$ cat config.mk
export PLATFORM = sky130hd
export DESIGN_NAME = seat_scan
export DESIGN_NICKNAME = d
export VERILOG_FILES = /design/src/rtl/seat_scan.sv
export SDC_FILE = /design/constraint.sdc
export NUM_CORES = 1
export LEC_CHECK = 0
export CAP_MARGIN = 25
export CELL_PAD_IN_SITES_DETAIL_PLACEMENT = 0
export CELL_PAD_IN_SITES_GLOBAL_PLACEMENT = 1
export CORE_ASPECT_RATIO = 0.7
export CORE_MARGIN = 2
export CORE_UTILIZATION = 35
export CTS_BUF_LIST = sky130_fd_sc_hd__clkbuf_16
export CTS_CLUSTER_SIZE = 12
export DETAILED_ROUTE_END_ITERATION = 8
export GPL_TIMING_DRIVEN = 0
export PLACE_DENSITY = 0.78
export SYNTH_ARGS = -nofsm -noshare
export SYNTH_HDL_FRONTEND = slang
export SYNTH_SLANG_ARGS = --single-unit
export TNS_END_PERCENT = 20
$ cat constraint.sdc
create_clock -name clk_scan -period 4.04 [get_ports clk_scan]
set_input_delay 0.808 -clock clk_scan [delete_from_list [all_inputs] [get_ports clk_scan]]
set_output_delay 0.808 -clock clk_scan [all_outputs]
set_load 0.03 [all_outputs]
$ cat src/rtl/seat_scan.sv
// rtl/seat_scan.sv - seat-table sweeper: reads every seat once, clears over-limit "away" seats,
// and publishes per-state counts when the sweep finishes.
module seat_scan #(
  parameter int SEATS = 32,
  parameter int AW    = 5,
  parameter int TW    = 11
) (
  input  logic          clk_scan,
  input  logic          rst_scan,
  input  logic          start_scan,
  input  logic [TW-1:0] Time_scan,
  input  logic [TW-1:0] limit_time,
  output logic          rd_en,
  output logic [AW-1:0] rd_addr,
  input  logic [TW-1:0] rd_time,
  input  logic [1:0]    rd_state,
  output logic          wr_en,
  output logic [AW-1:0] wr_addr,
  output logic [1:0]    wr_state,
  output logic          busy_scan,
  output logic          done_scan,
  output logic [5:0]    free_cnt,
  output logic [5:0]    away_cnt,
  output logic [5:0]    rsv_cnt,
  output logic [5:0]    occ_cnt,
  output logic [5:0]    expired_cnt
);

  typedef enum logic [1:0] {IDLE, READ, DRAIN, DONE} state_t;

  localparam logic [AW-1:0] LAST = AW'(SEATS - 1);

  state_t        state, next_state;
  logic [AW-1:0] idx, idx_next;
  logic          accept;
  logic          rd_en_d, busy_d, done_d;
  logic [AW-1:0] rd_addr_d;
  logic [TW-1:0] now_r, lim_r;

  logic          vld;
  logic [AW-1:0] vaddr;
  logic [TW-1:0] elapsed;
  logic          expired;
  logic [5:0]    free_acc, away_acc, rsv_acc, occ_acc, exp_acc;

  assign accept   = start_scan && (state == IDLE || state == DONE);
  assign wr_state = 2'd0;

  always_ff @(posedge clk_scan or posedge rst_scan) begin
    if (rst_scan) begin
      state     <= IDLE;
      idx       <= '0;
      rd_en     <= 1'b0;
      rd_addr   <= '0;
      busy_scan <= 1'b0;
      done_scan <= 1'b0;
      now_r     <= '0;
      lim_r     <= '0;
    end else begin
      state     <= next_state;
      idx       <= idx_next;
      rd_en     <= rd_en_d;
      rd_addr   <= rd_addr_d;
      busy_scan <= busy_d;
      done_scan <= done_d;
      if (accept) begin
        now_r <= Time_scan;
        lim_r <= limit_time;
      end
    end
  end

  // idx walks seat addresses in READ and counts the two drain cycles in DRAIN
  always_comb begin
    next_state = state;
    idx_next   = idx;
    case (state)
      IDLE, DONE: begin
        if (accept) begin
          next_state = READ;
          idx_next   = '0;
        end else begin
          next_state = IDLE;
        end
      end
      READ: begin
        if (idx == LAST) begin
          next_state = DRAIN;
          idx_next   = '0;
        end else begin
          idx_next = idx + 1'b1;
        end
      end
      DRAIN: begin
        if (idx == AW'(1)) begin
          next_state = DONE;
          idx_next   = '0;
        end else begin
          idx_next = idx + 1'b1;
        end
      end
      default: next_state = IDLE;
    endcase
  end

  always_comb begin
    rd_en_d   = (next_state == READ);
    rd_addr_d = rd_en_d ? idx_next : '0;
    busy_d    = (next_state == READ) || (next_state == DRAIN);
    done_d    = (next_state == DONE);
  end

  // elapsed wraps modulo 2^TW so a timestamp from before the counter rollover still ages correctly
  assign elapsed = now_r - rd_time;
  assign expired = vld && (rd_state == 2'd1) && (elapsed > lim_r);

  always_ff @(posedge clk_scan or posedge rst_scan) begin
    if (rst_scan) begin
      vld         <= 1'b0;
      vaddr       <= '0;
      wr_en       <= 1'b0;
      wr_addr     <= '0;
      free_acc    <= '0;
      away_acc    <= '0;
      rsv_acc     <= '0;
      occ_acc     <= '0;
      exp_acc     <= '0;
      free_cnt    <= '0;
      away_cnt    <= '0;
      rsv_cnt     <= '0;
      occ_cnt     <= '0;
      expired_cnt <= '0;
    end else begin
      vld   <= rd_en;
      vaddr <= rd_addr;
      wr_en <= expired;
      if (expired) wr_addr <= vaddr;

      if (accept) begin
        free_acc <= '0;
        away_acc <= '0;
        rsv_acc  <= '0;
        occ_acc  <= '0;
        exp_acc  <= '0;
      end else if (vld) begin
        if (expired) begin
          free_acc <= free_acc + 6'd1;
          exp_acc  <= exp_acc + 6'd1;
        end else begin
          case (rd_state)
            2'd0:    free_acc <= free_acc + 6'd1;
            2'd1:    away_acc <= away_acc + 6'd1;
            2'd2:    rsv_acc  <= rsv_acc + 6'd1;
            default: occ_acc  <= occ_acc + 6'd1;
          endcase
        end
      end

      if (next_state == DONE) begin
        free_cnt    <= free_acc;
        away_cnt    <= away_acc;
        rsv_cnt     <= rsv_acc;
        occ_cnt     <= occ_acc;
        expired_cnt <= exp_acc;
      end
    end
  end

endmodule
# Yosys cells after proc, flatten, opt, wreduce, memory -nomap -nowiden
# Cells that the tools add are included.
# Widths: inputs -> output; s select.
[classes]
n_addsub = 7
n_lt_le_gt_ge = 1
n_eq_ne = 12
muxes = 28
reduce_logical = 19
[ops]
columns = ["operator", "count"]
rows = [
  ["$mux 6", 19],
  ["$add 6x1->6 const B", 5],
  ["$mux 5", 4],
  ["$pmux 5 s3", 1],
  ["$gt 11x11->1", 1],
  ["$sub 11x11->11", 1],
  ["$eq 2x2->1 const B", 5],
  ["$reduce_and 3->1", 3],
  ["$reduce_bool 2->1", 4],
  ["$eq 2x1->1 const B", 3],
  ["$pmux 2 s3", 1],
  ["$add 5x1->5 const B", 1],
  ["$eq 5x1->1 const B", 1],
  ["$eq 5x5->1 const B", 1],
  ["$logic_not 2->1", 2],
  ["$mux 2", 2],
  ["$reduce_and 2->1", 2],
  ["$logic_and 1x1->1", 3],
  ["$reduce_bool 3->1", 1],
  ["$reduce_or 3->1", 1],
  ["$logic_or 1x1->1", 2],
  ["$ne 2x1->1 const B", 1],
  ["$ne 2x2->1 const B", 1],
  ["$reduce_or 2->1", 1],
  ["$mux 1", 1],
]
[word_totals]
reg_bits = 109
input_bits = 38
output_inout_bits = 46
wordCells = 89

# Logic depth before layout (Yosys ltp)
[logic_depth]
ltp_word = 7
mapped_depth = 16

# Least setup slack after synthesis
# No wires, ideal clock.
[synth_timing]
path_type = "input -> register"
startpoint = "in rd_time[0]"
endpoint = "reg wr_addr[0]"
t_arrival_ns = 3.804
required_time_ns = 3.915
path_slack_ns = 0.111
cell_stages = 13
path_cell_list = "ha_1 -> inv_1 -> fa_1 -> a21oi_1 -> nor2b_1 -> o31ai_1 -> a21oi_1 -> o311ai_0 -> ha_1 -> and4_2 -> a2111oi_4 -> nor2_2 -> mux2_2"
[synth_via]
elab_chain_cells = 3
[synth_rtl]
columns = ["element", "line_no", "source"]
rows = [
  ["start: declaration", "15", "input logic [TW-1:0] rd_time,"],
  ["$sub 11x11->11", "114", "assign elapsed = now_r - rd_time;"],
  ["$gt 11x11->1", "115", "assign expired = vld && (rd_state == 2'd1) && (elapsed > lim_r);"],
  ["$logic_and 1x1->1", "115", ""],
  ["net expired", "43", "logic expired;"],
  ["end signal: assignment", "137", "if (expired) wr_addr <= vaddr;"],
  ["end: declaration", "18", "output logic [AW-1:0] wr_addr,"],
]
# The timed path passes the listed nets, and every way through them passes these cells.
# A chain may end at the register's enable or synchronous reset.

# Final worst setup path
[layout_timing]
startpoint = "in rd_time[10]"
endpoint = "reg wr_addr[3]"
# Same word-level chain as after synthesis.

==> impl_metrics.ini <==
[setup_path]
crit_required_ns = 4.27
cp_max_fo = 7
arrival_ns = 4.15
worstSetupEndpointType = flip-flop
crit_path_start_kind = primary input
path_class = in -> reg

[global_routing]
first_global_vias = 4074
grt_max_degree = 63
antenna_found_initial = 0
grtUsageTotal = 0.1530
grt_overflow = 0
grt_pass1_wl_um = 20040

[job]
maxCapViolations = 0

[synthesis]
synth_edf_count = 0
syn_avg_cell_area_um2 = 10.65
async_flop_share = 1.000
yosysTopAreaCell = dfrtp_1
yosys.area_share.simple = 0.1518
ys_top_cells_by_count = dfrtp_1, nand2_1, mux2_2, ha_1, inv_1
syn_inst = 503
yosys-top-cells-area = dfrtp_1, ha_1, mux2_2
synth_top_family_by_area = simple AND/OR/NAND/NOR gates
netlist_area_um2 = 5359
synth_fa_ha_area_frac = 0.08312
synth_top_area_frac = 0.5090
synth_seq_cells = 109
synth-xor-area-share = 0.02778
synth.distinct_cells = 55
yosys_warnings = 0
synth-compound-area-share = 0.1065
ys_seq_area_frac = 0.5090
yosysMostFrequentCell = dfrtp_1
muxShareOfSynthArea = 0.08662
ys.flop_type = dfrtp_1

[finish]
nets = 679
antenna_cells = 0
seq_area_um2 = 2728
multi_input_area_um2 = 2698
fillers = 1373
drive_above_1_share = 0.1702
synthToLayoutAreaGrowth_pct = 31.73
final_cells = 806

[clocking]
h-tree-depth = 3
insertion_delay_ns = 0.34
cts_tree = yes
cts_max_path_buffers = 2
numCtsBuffers = 9
clock_sinks = 109
cts-root-buf = clkbuf_16
path_clk_slew_ns = 0.07

[floorplanning]
row_count = 37
start_util = 0.3617
io_pins = 84
die_w_um = 151.9
die_area_um2 = 16330
core_um2 = 14810
die_h_um = 107.5

[outcome]
status = completed

[pwr]
clkPwrFrac = 0.282
switchingPower_mw = 0.9454
p_comb_frac = 0.305
power_density_nw_per_um2 = 412.9
sw_frac_of_total = 0.3244
power_frac_seq = 0.412
worst_ir_drop_vdd_mv = 0.2192
p_int_mw = 1.969
cellLeakagePower_nw = 3.246

[sta]
max_freq_ghz = 0.2548
relSlewSlack = 0.5073
drv_slew = 0
setup_violations = 0
hold_viol = 0
worstMarginPinSlew_ns = 0.7391
finalCritPeriodShare = 0.9715
skew_ns = 0.007719
hold_ws_ns = 0.3733
min_period_ns = 3.925
setup_slack_ns = 0.1152

[route]
first_pass_iters = 4
ant_nets = 0
vias_per_cell = 4.939
via_count = 3981
wl_um = 12030
wl_per_cell_um = 14.93
drtIter0Drc = 243
remaining_drc_errors = 0

[placement]
io_buffers = 81
gp_congestion = 0.7950
dpl.hpwl_um = 8853
dp.cells = 781
pre_cts_ws_ns = -1.038

[hold_path]
hp-class = reg -> reg
-- kinds of logic after synthesis --
logic type                 Yosys count
and+or+nand+nor                    168
DFF                                109
AOI/OAI and AO/OA                   84
buffers and inverters               47
muxes                               42
adders and majority gates           35
xor gates and xnor gates            17
other                                1
-- through the flow --
stage                      TNS, ns  utilization  area (um2)  power (mW)
final                            0       0.4765        7059       2.915
after global routing      -0.03265       0.4765        7059       3.085
after CTS                        0       0.4667        6914       2.879
after detailed placement    -20.85       0.4352        6447       1.911
after global placement     -155.24       0.4332        6417       1.879
after floorplan                  0            -        5363       1.701
-- critical path, cell delays in order --
cell             delay [ns]
clkdlybuf4s50_1        0.58
xor2_4                 0.27
nor3_1                 0.10
a2111oi_2              0.49
o311ai_4               0.19
ha_4                   0.31
nand4_1                0.18
a211oi_4               0.34
a2111oi_4              0.12
buf_4                  0.16
nor2_4                 0.26
mux2_4                 0.33
-- power by group through the flow --
stage               Sequential [mW]  Combinational, mW  Clock [mW]
global route                   1.21              0.983       0.891
global placement               1.22              0.664           0
CTS                            1.20              0.831       0.851
detailed placement             1.22              0.693           0
floorplan                      1.22              0.476           0
finish                         1.20              0.890       0.823
-- sequential cells by signal, summed over array words and instances, names as in the netlist, 5 cells and up --
name	cells
idx	5
rd_addr	5
free_cnt	6
expired_cnt	6
occ_acc	6
free_acc	6
occ_cnt	6
lim_r	11
now_r	11
rsv_acc	6
away_cnt	6
rsv_cnt	6
vaddr	5
away_acc	6
exp_acc	6
wr_addr	5
-- per-layer routing --
| layer | track usage | wire length (um) |
|---|---|---|
| met1 | 0.2077 | 5631 |
| met2 | 0.2474 | 5725 |
| met4 | 0.03738 | 73 |
| met5 | 0 | 0 |
| met3 | 0.03865 | 602 |
-- worst paths after layout --
path	startpoint	endpoint	slack [ns]	cells past startpoint
worst max-delay path	rd_time[10]	wr_addr[3]	0.12	12
worst min-delay path	rd_addr[2]	vaddr[2]	0.37	0
worst max register to register	now_r[0]	wr_addr[3]	0.33	16
worst min register to register	rd_addr[2]	vaddr[2]	0.37	0
max in group asynchronous	rst_scan	expired_cnt[1]	2.41	3
min in group asynchronous	rst_scan	idx[0]	0.92	2
-- cell type report --
cell class,instances,share of cell area
clock buffer,9,0.03190
inverter,31,0.01684
clock inverter,7,0.007090
tap,195,0.03456
timing repair buffer,91,0.1310
sequential,109,0.3864
buffer,16,0.01010
multi-input combinational,348,0.3821
-- layout by cell type (no fill, tap or decap), drive strengths merged, types with 14 or more instances in the layout --
cell	count
a21oi	23
buf	16
clkbuf	19
clkdlybuf4s50	79
dfrtp	109
ha	34
inv	33
mux2	35
nand2	65
nand3	14
nor2	29
o21ai	25
-- timing repair --
action,4_1_cts,5_1_grt
buffers inserted,5,4
setup endpoints to repair,24,23
hold buffers,0,0
hold endpoints to repair,0,0
resized for setup,35,22
pin swaps,17,17
Power figures use the tool's default switching activity.
